$ cat src/rtl/fft_pkg.sv
// Shared constants and types for the FFT post-processing blocks.
//   FFT_N / FFT_HALF : transform length and size of the non-redundant half-spectrum.
//   fft_bin_t        : full-frame bin index (0..1023).
//   half_bin_t       : half-spectrum bin index (0..511).
//   IN_W_DEFAULT     : default width of one signed real/imag component.
package fft_pkg;

  localparam int unsigned FFT_N        = 1024;
  localparam int unsigned FFT_HALF     = 512;
  localparam int unsigned IN_W_DEFAULT = 24;

  typedef logic [9:0] fft_bin_t;
  typedef logic [8:0] half_bin_t;

endpackage

$ cat src/rtl/cmag_sq.sv
// Registered squared-magnitude arithmetic for one complex sample per cycle.
// Stage registers hold re^2 and im^2 (plus valid/bin sideband); the sum of the
// two squares is presented combinationally so the caller can scale and
// saturate it into its own output register.
//   clk_i, rst_ni : clock, asynchronous active-low reset
//   en_i          : stage load enable (pipeline advance)
//   valid_i/bin_i : sideband of the incoming sample
//   re_i, im_i    : signed components
//   valid_o/bin_o : sideband of the registered squares
//   sum_o         : re^2 + im^2, unsigned, one bit wider than a single square
module cmag_sq
  import fft_pkg::*;
#(
  parameter int unsigned IN_W = IN_W_DEFAULT
) (
  input  logic                   clk_i,
  input  logic                   rst_ni,
  input  logic                   en_i,
  input  logic                   valid_i,
  input  half_bin_t              bin_i,
  input  logic signed [IN_W-1:0] re_i,
  input  logic signed [IN_W-1:0] im_i,
  output logic                   valid_o,
  output half_bin_t              bin_o,
  output logic [2*IN_W:0]        sum_o
);

  localparam int unsigned SqW = 2 * IN_W;

  logic signed [SqW-1:0] re_ext, im_ext;
  logic signed [SqW-1:0] re_sq_d, im_sq_d;
  logic [SqW-1:0]        re_sq_q, im_sq_q;
  logic                  valid_q;
  half_bin_t             bin_q;

  // Sign-extend before multiplying so the full-width product is exact; the most
  // negative input squares to 2^(2*IN_W-2), which still fits.
  always_comb begin
    re_ext  = {{IN_W{re_i[IN_W-1]}}, re_i};
    im_ext  = {{IN_W{im_i[IN_W-1]}}, im_i};
    re_sq_d = re_ext * re_ext;
    im_sq_d = im_ext * im_ext;
  end

  always_ff @(posedge clk_i or negedge rst_ni) begin
    if (!rst_ni) begin
      re_sq_q <= '0;
      im_sq_q <= '0;
      valid_q <= 1'b0;
      bin_q   <= '0;
    end else if (en_i) begin
      re_sq_q <= $unsigned(re_sq_d);
      im_sq_q <= $unsigned(im_sq_d);
      valid_q <= valid_i;
      bin_q   <= bin_i;
    end
  end

  assign sum_o   = {1'b0, re_sq_q} + {1'b0, im_sq_q};
  assign valid_o = valid_q;
  assign bin_o   = bin_q;

endmodule

$ cat src/rtl/fft_power.sv
// Power spectrum of a 1024-point FFT output stream. Each accepted bin is
// squared (re^2 + im^2), right-shifted by SHIFT and saturated to OUT_W bits.
// Only bins 0..511 are forwarded; bins 512..1023 are accepted and dropped.
// Frame position comes only from an input handshake counter (no tlast).
// Optional peak tracker enabled by defining FFT_POWER_PEAK_EN.
//   clk_i, rst_ni             : clock, asynchronous active-low reset
//   din_valid_i/din_ready_o   : input stream handshake
//   din_data_i                : {imag, real}, each IN_W-bit two's complement
//   dout_valid_o/dout_ready_i : output stream handshake
//   dout_data_o               : scaled, saturated power
//   dout_bin_o                : bin index of dout_data_o
//   peak_valid_o              : one-cycle pulse after the bin 511 handshake
//   peak_bin_o/peak_pow_o     : strongest bin of the frame and its power
module fft_power
  import fft_pkg::*;
#(
  parameter int unsigned IN_W  = IN_W_DEFAULT,
  parameter int unsigned OUT_W = 32,
  parameter int unsigned SHIFT = 16
) (
  input  logic              clk_i,
  input  logic              rst_ni,
  input  logic              din_valid_i,
  output logic              din_ready_o,
  input  logic [2*IN_W-1:0] din_data_i,
  output logic              dout_valid_o,
  input  logic              dout_ready_i,
  output logic [OUT_W-1:0]  dout_data_o,
  output half_bin_t         dout_bin_o
`ifdef FFT_POWER_PEAK_EN
  ,
  output logic              peak_valid_o,
  output half_bin_t         peak_bin_o,
  output logic [OUT_W-1:0]  peak_pow_o
`endif
);

  // Sum width must exceed OUT_W for the saturation test below to be meaningful.
  localparam int unsigned SumW    = 2 * IN_W + 1;
  localparam half_bin_t   LastBin = half_bin_t'(FFT_HALF - 1);

  fft_bin_t               cnt_q, cnt_d;
  logic                   advance, in_hs, out_hs;

  logic                   s1_valid_q;
  logic signed [IN_W-1:0] s1_re_q, s1_im_q;
  half_bin_t              s1_bin_q;

  logic                   s2_valid;
  half_bin_t              s2_bin;
  logic [SumW-1:0]        s2_sum;
  logic [SumW-1:0]        shifted;
  logic [OUT_W-1:0]       pow_d;

  logic                   s3_valid_q;
  logic [OUT_W-1:0]       s3_data_q;
  half_bin_t              s3_bin_q;

  // Whole pipeline moves together; it only holds when S3 is full and blocked.
  assign advance = !s3_valid_q || dout_ready_i;
  assign in_hs   = din_valid_i && advance;
  assign out_hs  = s3_valid_q && dout_ready_i;

  assign din_ready_o = advance;

  // Input bin counter
  always_comb begin
    cnt_d = cnt_q;
    if (in_hs) begin
      cnt_d = cnt_q + fft_bin_t'(1);
    end
  end

  always_ff @(posedge clk_i or negedge rst_ni) begin
    if (!rst_ni) begin
      cnt_q <= '0;
    end else begin
      cnt_q <= cnt_d;
    end
  end

  // S1: capture components; upper half-spectrum enters as a bubble.
  always_ff @(posedge clk_i or negedge rst_ni) begin
    if (!rst_ni) begin
      s1_valid_q <= 1'b0;
      s1_re_q    <= '0;
      s1_im_q    <= '0;
      s1_bin_q   <= '0;
    end else if (advance) begin
      s1_valid_q <= in_hs && (cnt_q < fft_bin_t'(FFT_HALF));
      s1_re_q    <= din_data_i[IN_W-1:0];
      s1_im_q    <= din_data_i[2*IN_W-1:IN_W];
      s1_bin_q   <= cnt_q[8:0];
    end
  end

  // S2: squares
  cmag_sq #(
    .IN_W(IN_W)
  ) u_cmag_sq (
    .clk_i  (clk_i),
    .rst_ni (rst_ni),
    .en_i   (advance),
    .valid_i(s1_valid_q),
    .bin_i  (s1_bin_q),
    .re_i   (s1_re_q),
    .im_i   (s1_im_q),
    .valid_o(s2_valid),
    .bin_o  (s2_bin),
    .sum_o  (s2_sum)
  );

  // Scale and saturate into S3.
  always_comb begin
    shifted = s2_sum >> SHIFT;
    if (|(shifted >> OUT_W)) begin
      pow_d = '1;
    end else begin
      pow_d = shifted[OUT_W-1:0];
    end
  end

  always_ff @(posedge clk_i or negedge rst_ni) begin
    if (!rst_ni) begin
      s3_valid_q <= 1'b0;
      s3_data_q  <= '0;
      s3_bin_q   <= '0;
    end else if (advance) begin
      s3_valid_q <= s2_valid;
      s3_data_q  <= pow_d;
      s3_bin_q   <= s2_bin;
    end
  end

  assign dout_valid_o = s3_valid_q;
  assign dout_data_o  = s3_data_q;
  assign dout_bin_o   = s3_bin_q;

`ifdef FFT_POWER_PEAK_EN
  half_bin_t        max_bin_q, cand_bin;
  logic [OUT_W-1:0] max_pow_q, cand_pow;
  logic             peak_valid_q;
  half_bin_t        peak_bin_q;
  logic [OUT_W-1:0] peak_pow_q;

  // Bin 0 reseeds each frame; strict '>' keeps the lowest bin on ties.
  always_comb begin
    cand_bin = max_bin_q;
    cand_pow = max_pow_q;
    if ((s3_bin_q == '0) || (s3_data_q > max_pow_q)) begin
      cand_bin = s3_bin_q;
      cand_pow = s3_data_q;
    end
  end

  always_ff @(posedge clk_i or negedge rst_ni) begin
    if (!rst_ni) begin
      max_bin_q    <= '0;
      max_pow_q    <= '0;
      peak_valid_q <= 1'b0;
      peak_bin_q   <= '0;
      peak_pow_q   <= '0;
    end else begin
      peak_valid_q <= 1'b0;
      if (out_hs) begin
        max_bin_q <= cand_bin;
        max_pow_q <= cand_pow;
        if (s3_bin_q == LastBin) begin
          peak_bin_q   <= cand_bin;
          peak_pow_q   <= cand_pow;
          peak_valid_q <= 1'b1;
        end
      end
    end
  end

  assign peak_valid_o = peak_valid_q;
  assign peak_bin_o   = peak_bin_q;
  assign peak_pow_o   = peak_pow_q;
`endif

endmodule

$ cat config.mk
export PLATFORM = sky130hd
export DESIGN_NAME = fft_power
export DESIGN_NICKNAME = d
export VERILOG_FILES = /design/src/rtl/fft_pkg.sv /design/src/rtl/cmag_sq.sv /design/src/rtl/fft_power.sv
export SDC_FILE = /design/constraint.sdc
export NUM_CORES = 2
export LEC_CHECK = 0
export ABC_AREA = 1
export CAP_MARGIN = 25
export CORE_MARGIN = 2
export CORE_UTILIZATION = 55
export DETAILED_ROUTE_END_ITERATION = 7
export GPL_TIMING_DRIVEN = 0
export PLACE_DENSITY = 0.72
export SYNTH_ARGS = -nofsm -noshare
export SYNTH_HDL_FRONTEND = slang
export SYNTH_HIERARCHICAL = 1
export SYNTH_SLANG_ARGS = --single-unit
$ cat constraint.sdc
create_clock -name clk_i -period 11.5 [get_ports clk_i]
set_clock_uncertainty 0.15 [all_clocks]
set_input_delay 1.725 -clock clk_i [delete_from_list [all_inputs] [get_ports clk_i]]
set_output_delay 1.725 -clock clk_i [all_outputs]
set_load 0.03 [all_outputs]
==> results <==
- The required time at the endpoint of the critical path is roughly 12 ns.
- The post-CTS setup buffer count is 0.
- Setup repair after global routing left no endpoint under its margin.
- The critical path starts at s1_im_q[0]$_DFFE_PN0P_.
- The area enclosed by the die boundary is between 90000 and 100000 um2.
- In this run the vertical extent of the chip is ~310 um.
- Setup violations remaining at the end of the flow were counted as 0.
- The flow ran to the end, and the final reports show no timing, DRC or antenna violations.
- The count of endpoints failing hold in the final timing report was 0.
- The final-report max-slew violation count is 0.
- The initial antenna violation count is 3.
- Pin placement for this block handled 95 I/O pins.
- The effective utilization at floorplan is 0.556.
- For the finished layout, the period the worst path requires is roughly 9.2 ns.
- For this run, the number of Yosys warnings is 6.
- The tree built by TritonCTS fans out to between 200 and 250 sinks.
- The number of global-route vias before repair is ~44000.
- The critical path ends at u_cmag_sq/im_sq_q[46]$_DFFE_PN0P_.
- The critical path arrival is 9.54 ns.
- Compared with the post-synthesis result, the final layout area differs by 6.92%.
- The headroom to the max-slew limit is 0.253.
- The count of nets left with antenna violations once routing finished came out at 0.
- For the pin with the worst max-slew slack, the measured transition is between 1 and 1.5 ns.
- Input and output buffers added on the ports amount to 94.
- The number of standard cells after synthesis is 6386.
- The net count after synthesis is 7887.
- The total overflow reported by the global router is 0.
- The clock reaches the later pin of the worst-skew pair after between 0.6 and 0.7 ns.
- The placer congestion estimate is between 1 and 1.5.
- Timing would allow up to roughly 110 MHz.
- The first global-routing pass estimated approximately 250 mm of wire.
- Of the available clock period, the critical path in the final layout requires 0.797.
- In the final routed layout, each cell accounts on average for roughly 20 um.
- Once placement finished, the instance area stood at 54600 um2.
- The die is 312 um wide.
- The post-synthesis average cell area is 8.15 um2.
- By startpoint and endpoint, the worst setup path is classified as reg -> reg.
- For this run, the total global-route usage over all layers was measured as 0.333.
- The tool flagged a number of max-cap violations equal to 0.
- The finished layout cell area is 55700 um2.
- The library cells used most frequently in the layout, excluding fill and tap cells, are 1814 x inv_1, 1523 x nand2_1, 1112 x fa_1.
- The fraction of final layout cells sized beyond drive strength 1 is 0.0317.
- The longest clock path from root to sink contains 3 buffers.
- The worst hold-check slack is about 0.32 ns.
- Clock-pin slew was measured on the worst setup and hold paths at roughly 0.070 ns.
- CTS placed an instance of clkbuf_16 at the clock tree root.
- The first-iteration detailed-routing DRC count is between 3000 and 4000.
- The library cell used most frequently in the layout, excluding fill and tap cells, is inv_1.
- The routed wire length is ~160 mm.
- The maximum fanout count along the critical path is 10.
- The number of nets at the end of the flow is between 8000 and 9000.
- The classification of the worst-slack hold path is reg -> reg.
- The number of levels in the clock H-tree is 1.
- The maximum number of pins on one net before global-route repair is ~100.
- The origin of the critical flop-to-flop path is s1_im_q[0]$_DFFE_PN0P_.
- Detailed placement ended at an HPWL of between 100 and 150 mm.
- The post-cts gate resize count is 0.
- Setup slack on the worst reg-to-reg path comes out at 2.33 ns.
- The launching element type of the critical path is a flop.
- After floorplanning, the core was divided into around 110 placement rows.
- The worst flop-to-flop path endpoint is u_cmag_sq/im_sq_q[46]$_DFFE_PN0P_.
- The cell depth of the worst min-delay path is 2.
- The first-pass iteration count of the detailed router is 8.
- The vias per cell is 5.33.
- After clock tree synthesis, the flow added hold-fix buffers numbering 0.
- The cell area that synthesis handed to floorplanning was roughly 52000 um2.
- After detailed routing, the number of remaining DRC violations is 0.
- TritonCTS built the clock tree.
- For the worst flop-to-flop path, the logic depth is 27.
- The number of antenna diodes in the final layout is 0.
- The type of element capturing the critical path is a flop.
- The core region is around 94000 um2.
- The number of CTS-inserted buffers is 29.
- The via total after detailed routing is slightly above 40000.
## metal layers
metal,global-route usage,routed length (um)
met2,0.532,71900
met4,0.131,7270
met1,0.443,63200
met3,0.0737,15400
met5,0,7
## flip-flops by register name (all words and copies together) (netlist names)
name and cells:
dout_valid_o 1, cnt_q 10, dout_data_o 32, u_cmag_sq/im_sq_q 46, u_cmag_sq/re_sq_q 46, s1_im_q 24
s1_bin_q 9, u_cmag_sq/valid_o 1, s1_valid_q 1, s1_re_q 24, u_cmag_sq/bin_o 9, dout_bin_o 9
## how the worst min path moves through the flow
| stage | startpoint | endpoint |
|---|---|---|
| 2_1_floorplan | u_cmag_sq/valid_o$_DFFE_PN0P_ | dout_valid_o$_DFFE_PN0P_ |
| 3_3_place_gp | u_cmag_sq/valid_o$_DFFE_PN0P_ | dout_valid_o$_DFFE_PN0P_ |
| 3_5_place_dp | u_cmag_sq/bin_o[8]$_DFFE_PN0P_ | u_cmag_sq/bin_o[8]$_DFFE_PN0P_ |
| 4_1_cts | u_cmag_sq/bin_o[8]$_DFFE_PN0P_ | u_cmag_sq/bin_o[8]$_DFFE_PN0P_ |
| 5_1_grt | s1_bin_q[7]$_DFFE_PN0P_ | u_cmag_sq/bin_o[7]$_DFFE_PN0P_ |
| 6_report | u_cmag_sq/bin_o[2]$_DFFE_PN0P_ | u_cmag_sq/bin_o[2]$_DFFE_PN0P_ |
## critical path, stage by stage, from the launching register on
cell and delay, ns:
dfrtp_1 0.36, clkbuf_1 0.81, clkbuf_1 0.72, nand2_1 0.20, inv_1 0.17, fa_1 0.56
fa_1 0.80, inv_1 0.25, fa_1 0.83, inv_1 0.34, fa_1 0.58, inv_1 0.06
fa_1 0.54, inv_1 0.05, fa_1 0.51, fa_1 0.45, ha_1 0.47, nand2_1 0.08
inv_1 0.08, nand2_1 0.07, nor3_1 0.27, nand2_1 0.12, nor2_1 0.11, nand2_1 0.08
nand3_1 0.09, nand2_1 0.05, nand3_1 0.14, nand2_1 0.07
## cell type report
type	instances	area, um2
buffer	158	662
clock buffer	35	778
clock inverter	19	255
fill	8604	38000
inverter	1818	6820
multi-input combinational	4198	39300
sequential	212	5310
tap	1254	1570
timing repair buffer	96	1000
## stage by stage
step | setup slack, ns | std cells | util | TNS, ns
6_report | 2.33 | 7790 | 0.595 | 0
2_1_floorplan | 4.76 | 6386 | - | 0
5_1_grt | 2.10 | 7790 | 0.595 | 0
3_5_place_dp | 2.55 | 7736 | 0.584 | 0
4_1_cts | 2.55 | 7790 | 0.595 | 0
3_3_place_gp | -0.934 | 7734 | 0.583 | -181.01
Power is not shown: default switching activity piles up to over one toggle a cycle in this logic, so the estimate is an artifact.
